**src/rtl/soc_bus_pkg.sv**
```systemverilog
// Shared bus definitions for the SoC memory interconnect: access-type encodings,
// default widths, arbiter lock states and a width helper.
package soc_bus_pkg;

  localparam int unsigned DEF_NUM_MST    = 2;
  localparam int unsigned DEF_AW         = 32;
  localparam int unsigned DEF_DW         = 32;
  localparam int unsigned DEF_RWTYP_W    = 3;
  localparam int unsigned DEF_OUTS_DEPTH = 2;

  // Access types: bit 2 selects zero-extension on loads
  localparam logic [2:0] RWTYP_LB  = 3'b000;
  localparam logic [2:0] RWTYP_LH  = 3'b001;
  localparam logic [2:0] RWTYP_LW  = 3'b010;
  localparam logic [2:0] RWTYP_LBU = 3'b100;
  localparam logic [2:0] RWTYP_LHU = 3'b101;

  typedef enum logic {
    ARB_OPEN   = 1'b0,
    ARB_LOCKED = 1'b1
  } arb_state_e;

  // Index width for n items, never below 1 bit
  function automatic int unsigned clog2_min1(input int unsigned n);
    return (n > 1) ? $clog2(n) : 1;
  endfunction

endpackage

```
**src/rtl/soc_id_fifo.sv**
```systemverilog
// Synchronous FIFO holding the master index of each in-flight slave request.
module soc_id_fifo
  import soc_bus_pkg::*;
#(
  parameter int unsigned WIDTH = 1,
  parameter int unsigned DEPTH = 2
) (
  input  logic             clk,
  input  logic             rst,
  input  logic             push,
  input  logic [WIDTH-1:0] din,
  input  logic             pop,
  output logic             full,
  output logic             empty,
  output logic [WIDTH-1:0] head
);

  localparam int unsigned PTR_W = clog2_min1(DEPTH);
  localparam int unsigned CNT_W = $clog2(DEPTH) + 1;

  logic [WIDTH-1:0] mem_q [DEPTH];
  logic [WIDTH-1:0] mem_d [DEPTH];
  logic [PTR_W-1:0] wr_ptr_q, wr_ptr_d;
  logic [PTR_W-1:0] rd_ptr_q, rd_ptr_d;
  logic [CNT_W-1:0] cnt_q, cnt_d;
  logic             do_push, do_pop;

  function automatic logic [PTR_W-1:0] ptr_inc(input logic [PTR_W-1:0] p);
    return (p == PTR_W'(DEPTH - 1)) ? '0 : p + PTR_W'(1);
  endfunction

  assign full    = (cnt_q == CNT_W'(DEPTH));
  assign empty   = (cnt_q == '0);
  assign head    = mem_q[rd_ptr_q];
  assign do_push = push && !full;
  assign do_pop  = pop && !empty;

  always_comb begin
    mem_d    = mem_q;
    wr_ptr_d = wr_ptr_q;
    rd_ptr_d = rd_ptr_q;
    if (do_push) begin
      mem_d[wr_ptr_q] = din;
      wr_ptr_d        = ptr_inc(wr_ptr_q);
    end
    if (do_pop) begin
      rd_ptr_d = ptr_inc(rd_ptr_q);
    end
    cnt_d = cnt_q + CNT_W'(do_push) - CNT_W'(do_pop);
  end

  always_ff @(posedge clk or posedge rst) begin
    if (rst) begin
      mem_q    <= '{default: '0};
      wr_ptr_q <= '0;
      rd_ptr_q <= '0;
      cnt_q    <= '0;
    end else begin
      mem_q    <= mem_d;
      wr_ptr_q <= wr_ptr_d;
      rd_ptr_q <= rd_ptr_d;
      cnt_q    <= cnt_d;
    end
  end

endmodule

```
**src/rtl/soc_mem_arbiter.sv**
```systemverilog
// N-master to 1-slave round-robin memory arbiter with in-order response routing.
// Optional protocol checker enabled by SOC_ARB_ERR_CHK_EN.
module soc_mem_arbiter
  import soc_bus_pkg::*;
#(
  parameter int unsigned NUM_MST    = DEF_NUM_MST,
  parameter int unsigned AW         = DEF_AW,
  parameter int unsigned DW         = DEF_DW,
  parameter int unsigned RWTYP_W    = DEF_RWTYP_W,
  parameter int unsigned OUTS_DEPTH = DEF_OUTS_DEPTH
) (
  input  logic                       clk,
  input  logic                       rst,
  input  logic [NUM_MST-1:0]         m_req_vld,
  output logic [NUM_MST-1:0]         m_req_rdy,
  input  logic [NUM_MST-1:0]         m_req_wen,
  input  logic [NUM_MST*RWTYP_W-1:0] m_req_rwtyp,
  input  logic [NUM_MST*AW-1:0]      m_req_addr,
  input  logic [NUM_MST*DW-1:0]      m_req_wdata,
  output logic [NUM_MST-1:0]         m_rsp_vld,
  input  logic [NUM_MST-1:0]         m_rsp_rdy,
  output logic [DW-1:0]              m_rsp_rdata,
  output logic                       s_req_vld,
  input  logic                       s_req_rdy,
  output logic                       s_req_wen,
  output logic [RWTYP_W-1:0]         s_req_rwtyp,
  output logic [AW-1:0]              s_req_addr,
  output logic [DW-1:0]              s_req_wdata,
  input  logic                       s_rsp_vld,
  output logic                       s_rsp_rdy,
  input  logic [DW-1:0]              s_rsp_rdata,
  output logic                       arb_err
);

  localparam int unsigned IDX_W = clog2_min1(NUM_MST);

  arb_state_e       state_q, state_d;
  logic [IDX_W-1:0] rr_ptr_q, rr_ptr_d;
  logic [IDX_W-1:0] lock_idx_q, lock_idx_d;
  logic [IDX_W-1:0] arb_idx, gnt;
  logic             fifo_full, fifo_empty;
  logic [IDX_W-1:0] fifo_head;
  logic             req_vld, req_hs, rsp_hs, locked;

  // Round-robin search starting at rr_ptr
  always_comb begin
    logic             found;
    logic [IDX_W-1:0] idx;
    found   = 1'b0;
    idx     = '0;
    arb_idx = rr_ptr_q;
    for (int unsigned k = 0; k < NUM_MST; k++) begin
      idx = IDX_W'((int'(rr_ptr_q) + k) % NUM_MST);
      if (!found && m_req_vld[idx]) begin
        found   = 1'b1;
        arb_idx = idx;
      end
    end
  end

  assign locked  = (state_q == ARB_LOCKED);
  assign gnt     = locked ? lock_idx_q : arb_idx;
  assign req_vld = !rst && (|m_req_vld) && !fifo_full;
  assign req_hs  = req_vld && s_req_rdy;
  assign rsp_hs  = s_rsp_vld && s_rsp_rdy;

  // Request mux; payload forced to zero while no request is presented
  always_comb begin
    s_req_vld   = req_vld;
    s_req_wen   = 1'b0;
    s_req_rwtyp = '0;
    s_req_addr  = '0;
    s_req_wdata = '0;
    m_req_rdy   = '0;
    if (req_vld) begin
      s_req_wen   = m_req_wen[gnt];
      s_req_rwtyp = m_req_rwtyp[gnt*RWTYP_W +: RWTYP_W];
      s_req_addr  = m_req_addr[gnt*AW +: AW];
      s_req_wdata = m_req_wdata[gnt*DW +: DW];
    end
    if (!rst && !fifo_full && s_req_rdy) begin
      m_req_rdy[gnt] = 1'b1;
    end
  end

  // Response routing to the master at the FIFO head
  always_comb begin
    m_rsp_vld   = '0;
    m_rsp_rdata = '0;
    s_rsp_rdy   = 1'b0;
    if (!fifo_empty) begin
      m_rsp_vld[fifo_head] = s_rsp_vld;
      m_rsp_rdata          = s_rsp_rdata;
      s_rsp_rdy            = m_rsp_rdy[fifo_head];
    end
  end

  // Grant holds while the slave stalls a presented request
  always_comb begin
    state_d    = state_q;
    rr_ptr_d   = rr_ptr_q;
    lock_idx_d = lock_idx_q;
    if (req_hs) begin
      state_d  = ARB_OPEN;
      rr_ptr_d = (gnt == IDX_W'(NUM_MST - 1)) ? '0 : gnt + IDX_W'(1);
    end else if (req_vld) begin
      state_d    = ARB_LOCKED;
      lock_idx_d = gnt;
    end
  end

  always_ff @(posedge clk or posedge rst) begin
    if (rst) begin
      state_q    <= ARB_OPEN;
      rr_ptr_q   <= '0;
      lock_idx_q <= '0;
    end else begin
      state_q    <= state_d;
      rr_ptr_q   <= rr_ptr_d;
      lock_idx_q <= lock_idx_d;
    end
  end

  soc_id_fifo #(
    .WIDTH (IDX_W),
    .DEPTH (OUTS_DEPTH)
  ) u_id_fifo (
    .clk   (clk),
    .rst   (rst),
    .push  (req_hs),
    .din   (gnt),
    .pop   (rsp_hs),
    .full  (fifo_full),
    .empty (fifo_empty),
    .head  (fifo_head)
  );

`ifdef SOC_ARB_ERR_CHK_EN
  logic arb_err_q, arb_err_d;

  // Sticky: stray slave response, or locked master dropping its request
  always_comb begin
    arb_err_d = arb_err_q;
    if ((s_rsp_vld && fifo_empty) || (locked && !m_req_vld[lock_idx_q])) begin
      arb_err_d = 1'b1;
    end
  end

  always_ff @(posedge clk or posedge rst) begin
    if (rst) begin
      arb_err_q <= 1'b0;
    end else begin
      arb_err_q <= arb_err_d;
    end
  end

  assign arb_err = arb_err_q;
`else
  assign arb_err = 1'b0;
`endif

endmodule
```
**config.mk**
```make
export PLATFORM = sky130hd
export DESIGN_NAME = soc_mem_arbiter
export DESIGN_NICKNAME = d
export VERILOG_FILES = /design/src/rtl/soc_bus_pkg.sv /design/src/rtl/soc_id_fifo.sv /design/src/rtl/soc_mem_arbiter.sv
export SDC_FILE = /design/constraint.sdc
export NUM_CORES = 1
export LEC_CHECK = 0
export BUFFER_PORTS_ARGS = -buffer_cell sky130_fd_sc_hd__buf_2
export CORE_AREA = 5 5 106 108
export DETAILED_ROUTE_END_ITERATION = 12
export DIE_AREA = 0 0 111 113
export SYNTH_ARGS = -nofsm -noshare
export SYNTH_HDL_FRONTEND = slang
export SYNTH_SLANG_ARGS = --single-unit
```
**constraint.sdc**
```tcl
create_clock -name clk -period 2.48 [get_ports clk]
set_input_delay 0.248 -clock clk [delete_from_list [all_inputs] [get_ports clk]]
set_output_delay 0.248 -clock clk [all_outputs]
set_load 0.05 [all_outputs]
```
==> results.yml <==
layout:
  antenna_cells: 0
  fillers: 1112
  mostFrequentLayoutCell: "buf_2"
  mostFrequentLayoutCells: "buf_2, nand2_1, nand4_1"
  final_nets: 764
  final_layout_size_suffix_gt1_share_pct: 51.8
  syn2layout_area_growth_pct: 83.7
floorplan:
  start_util_pct: 19.0
  dieArea_sq_um: 12500
  rows: 37
  core_area_sq_um: 10100
  fp.dieW_um: 111
  ioPinCount: 283
  die_h_um: 113
global_route:
  grt_antenna_before_repair: 0
  use_met1_pct: 16.3
  grt_pass1_wl_um: 15400
  grtUsageMet3_pct: 3.16
  grt_start_max_net_pins: 70
  grt_pass1_vias: 3263
  use_met2_pct: 27.5
  grt_overflow: 0
  gr-max-usage-layer: "met2"
  grt_use_total_pct: 14.4
status:
  status: "completed"
detailed_routing:
  drt_wl_total_um: 10100
  vias: 3390
  dr.pass1.iters: 4
  vias_per_cell: 4.70
  drtIter0Drc: 327
  ant_nets: 0
  wl_per_cell_um: 14.0
  drc: 0
power_and_ir_drop:
  leakagePower_uw: 0.00189
  p_per_area_nw_per_um2: 1330
  irDropWorstVdd_v: 0.000723
yosys:
  synth.avg_cell_area_sq_um: 5.83
  synth_compound_area_share_pct: 20.4
  synth_top_family_by_area: "simple AND/OR/NAND/NOR gates"
  yosys.area_share.simple_pct: 52.3
  netlist-cell-type-count: 26
  synth_xor_area_share_pct: 1.82
  ys_ff_latch: 9
  synth_mux_area_share_pct: 1.63
  syn_area_sq_um: 1920
  synth_area_leader_cell: "nand4_1"
  syn_inst: 330
  synth_top_area_share_pct: 22.1
  ys_seq_area_share_pct: 11.7
  ys_warn_count: 0
  yosys-top-cells-area: "nand4_1, o21ai_1, nand2_1, dfrtp_1, nor2b_1"
  syn_nets: 508
  synth-adder-area-share_pct: 1.30
critical_path:
  worstPathMaxFanout: 37
  critPathLaunchType: "register"
  path_cells: "nor2b_2 > nor3_4 > buf_12 > buf_4 > nand4_1 > o21ai_1 > buf_2"
  arrival_ps: 2060
  crit_path_top_delay_cell: "dfrtp_1"
  cp.required_ps: 2230
  worstSetupEndpointType: "output port"
  crit_family: "buffers and inverters"
  path_buf_inv: 3
  critPathMaxStageDelay_ps: 420
  worst-setup-path-type: "reg2out"
sta:
  fin_crit_sh_pct: 93.0
  rsz0062_at_grt: "false"
  worstMarginPinSlew_ps: 524
  max-slew-margin-rel_pct: 64.9
  fin_tns_setup_ps: 0
  fmax_ghz: 0.434
  hold_viol: 0
  timing.hold.ws_ps: 38.9
  slew_violations: 0
  finClkSkew_ps: 1.61
  finalSetupViolCount: 0
  fin_crit_ps: 2310
clock_tree:
  clock_latency_ps: 230
  cts_buffer_depth: 2
  cts-root-buf: "clkbuf_8"
  postCtsHoldBufs: 0
  cts.clk_slew.worst_paths_ps: 50
  cts_tree: "done"
  cts_setup_buffers: 0
  h-tree-depth: 1
  cts_resized: 0
  clock-sinks: 9
  cts_buffers: 3
placed_design:
  gp_routability_congestion: 0.903
  portBuffers: 281
  place_hpwl_um: 8350
run:
  cap_violations: 0
hold_path:
  hp-class: "in2async"
## synthesized netlist by cell type
cell / number
mux2_2: 1
mux2i_1: 2
nand2b_1: 1
buf_2: 21
nand2_1: 71
and2_1: 1
clkbuf_1: 19
nor4b_4: 1
a31oi_1: 3
inv_1: 6
nand4_1: 68
ha_1: 2
o211ai_2: 1
nor2b_2: 1
nor2_1: 10
buf_4: 1
xnor2_1: 3
o21ai_1: 67
conb_1: 1
nor3_4: 1
nor2b_1: 33
xor2_1: 1
dfrtp_1: 9
a21oi_1: 3
o21ai_0: 2
and3b_1: 1
## state kept, by name (all words and copies together) (netlist names)
name / cells
u_id_fifo.cnt_q: 2
u_id_fifo.wr_ptr_q: 1
locked: 1
u_id_fifo.mem_q: 2
rr_ptr_q: 1
u_id_fifo.rd_ptr_q: 1
lock_idx_q: 1
## area by class of cell
| cell class | instances | area [sq um] | share of cell area [%] |
|---|---|---|---|
| clock buffer | 4 | 45.0 | 1.27 |
| inverter | 6 | 22.5 | 0.637 |
| multi-input combinational | 274 | 1510 | 42.7 |
| sequential | 9 | 225 | 6.37 |
| tap | 136 | 170 | 4.81 |
| timing repair buffer | 292 | 1560 | 44.2 |
## where the power goes
part	leakage [uW]	internal (uW)	switching [uW]
Clock	0.0000228	112	60.1
Sequential	0.000103	224	63.4
Combinational	0.00177	1010	3240
## path summary, 6_finish.rpt
path	cells past startpoint	to	slack, ps	from
max in group asynchronous	2	locked	2180	rst
setup reg to reg	8	u_id_fifo.cnt_q[1]	560	u_id_fifo.rd_ptr_q
setup / recovery	7	s_req_addr[6]	170	u_id_fifo.cnt_q[1]
hold reg to reg	1	u_id_fifo.rd_ptr_q	490	u_id_fifo.rd_ptr_q
hold / removal	2	u_id_fifo.cnt_q[0]	40	rst
min in group clk	3	lock_idx_q	330	s_req_rdy
## logic make-up after synthesis
logic type	after synthesis
AOI/OAI and AO/OA	76
xor gates and xnor gates	4
adders and majority gates	2
buffers and inverters	47
DFF	9
muxes	3
other	1
and+or+nand+nor	188
## layer usage
layer | vias to the layer above | part of all wire, %
li1 | 1678 | -
met1 | 1498 | 38
met2 | 203 | 52
met3 | 11 | 9.4
met4 | 0 | 1.3
met5 | - | 0
## through the flow
| step | utilization [%] | total power [uW] | setup slack, ps | area (sq um) | std cells |
|---|---|---|---|---|---|
| floorplan | - | 3490 | 44.9 | 1920 | 330 |
| finish | 34.9 | 4700 | 174 | 3530 | 721 |
| CTS | 34.9 | 4730 | 178 | 3530 | 721 |
| detailed placement | 34.4 | 4550 | 446 | 3490 | 717 |
| global route | 34.9 | 4990 | 44.6 | 3530 | 721 |
| global placement | 34.4 | 4510 | 468 | 3490 | 717 |
Note: power is estimated with default switching activity, not from simulation.
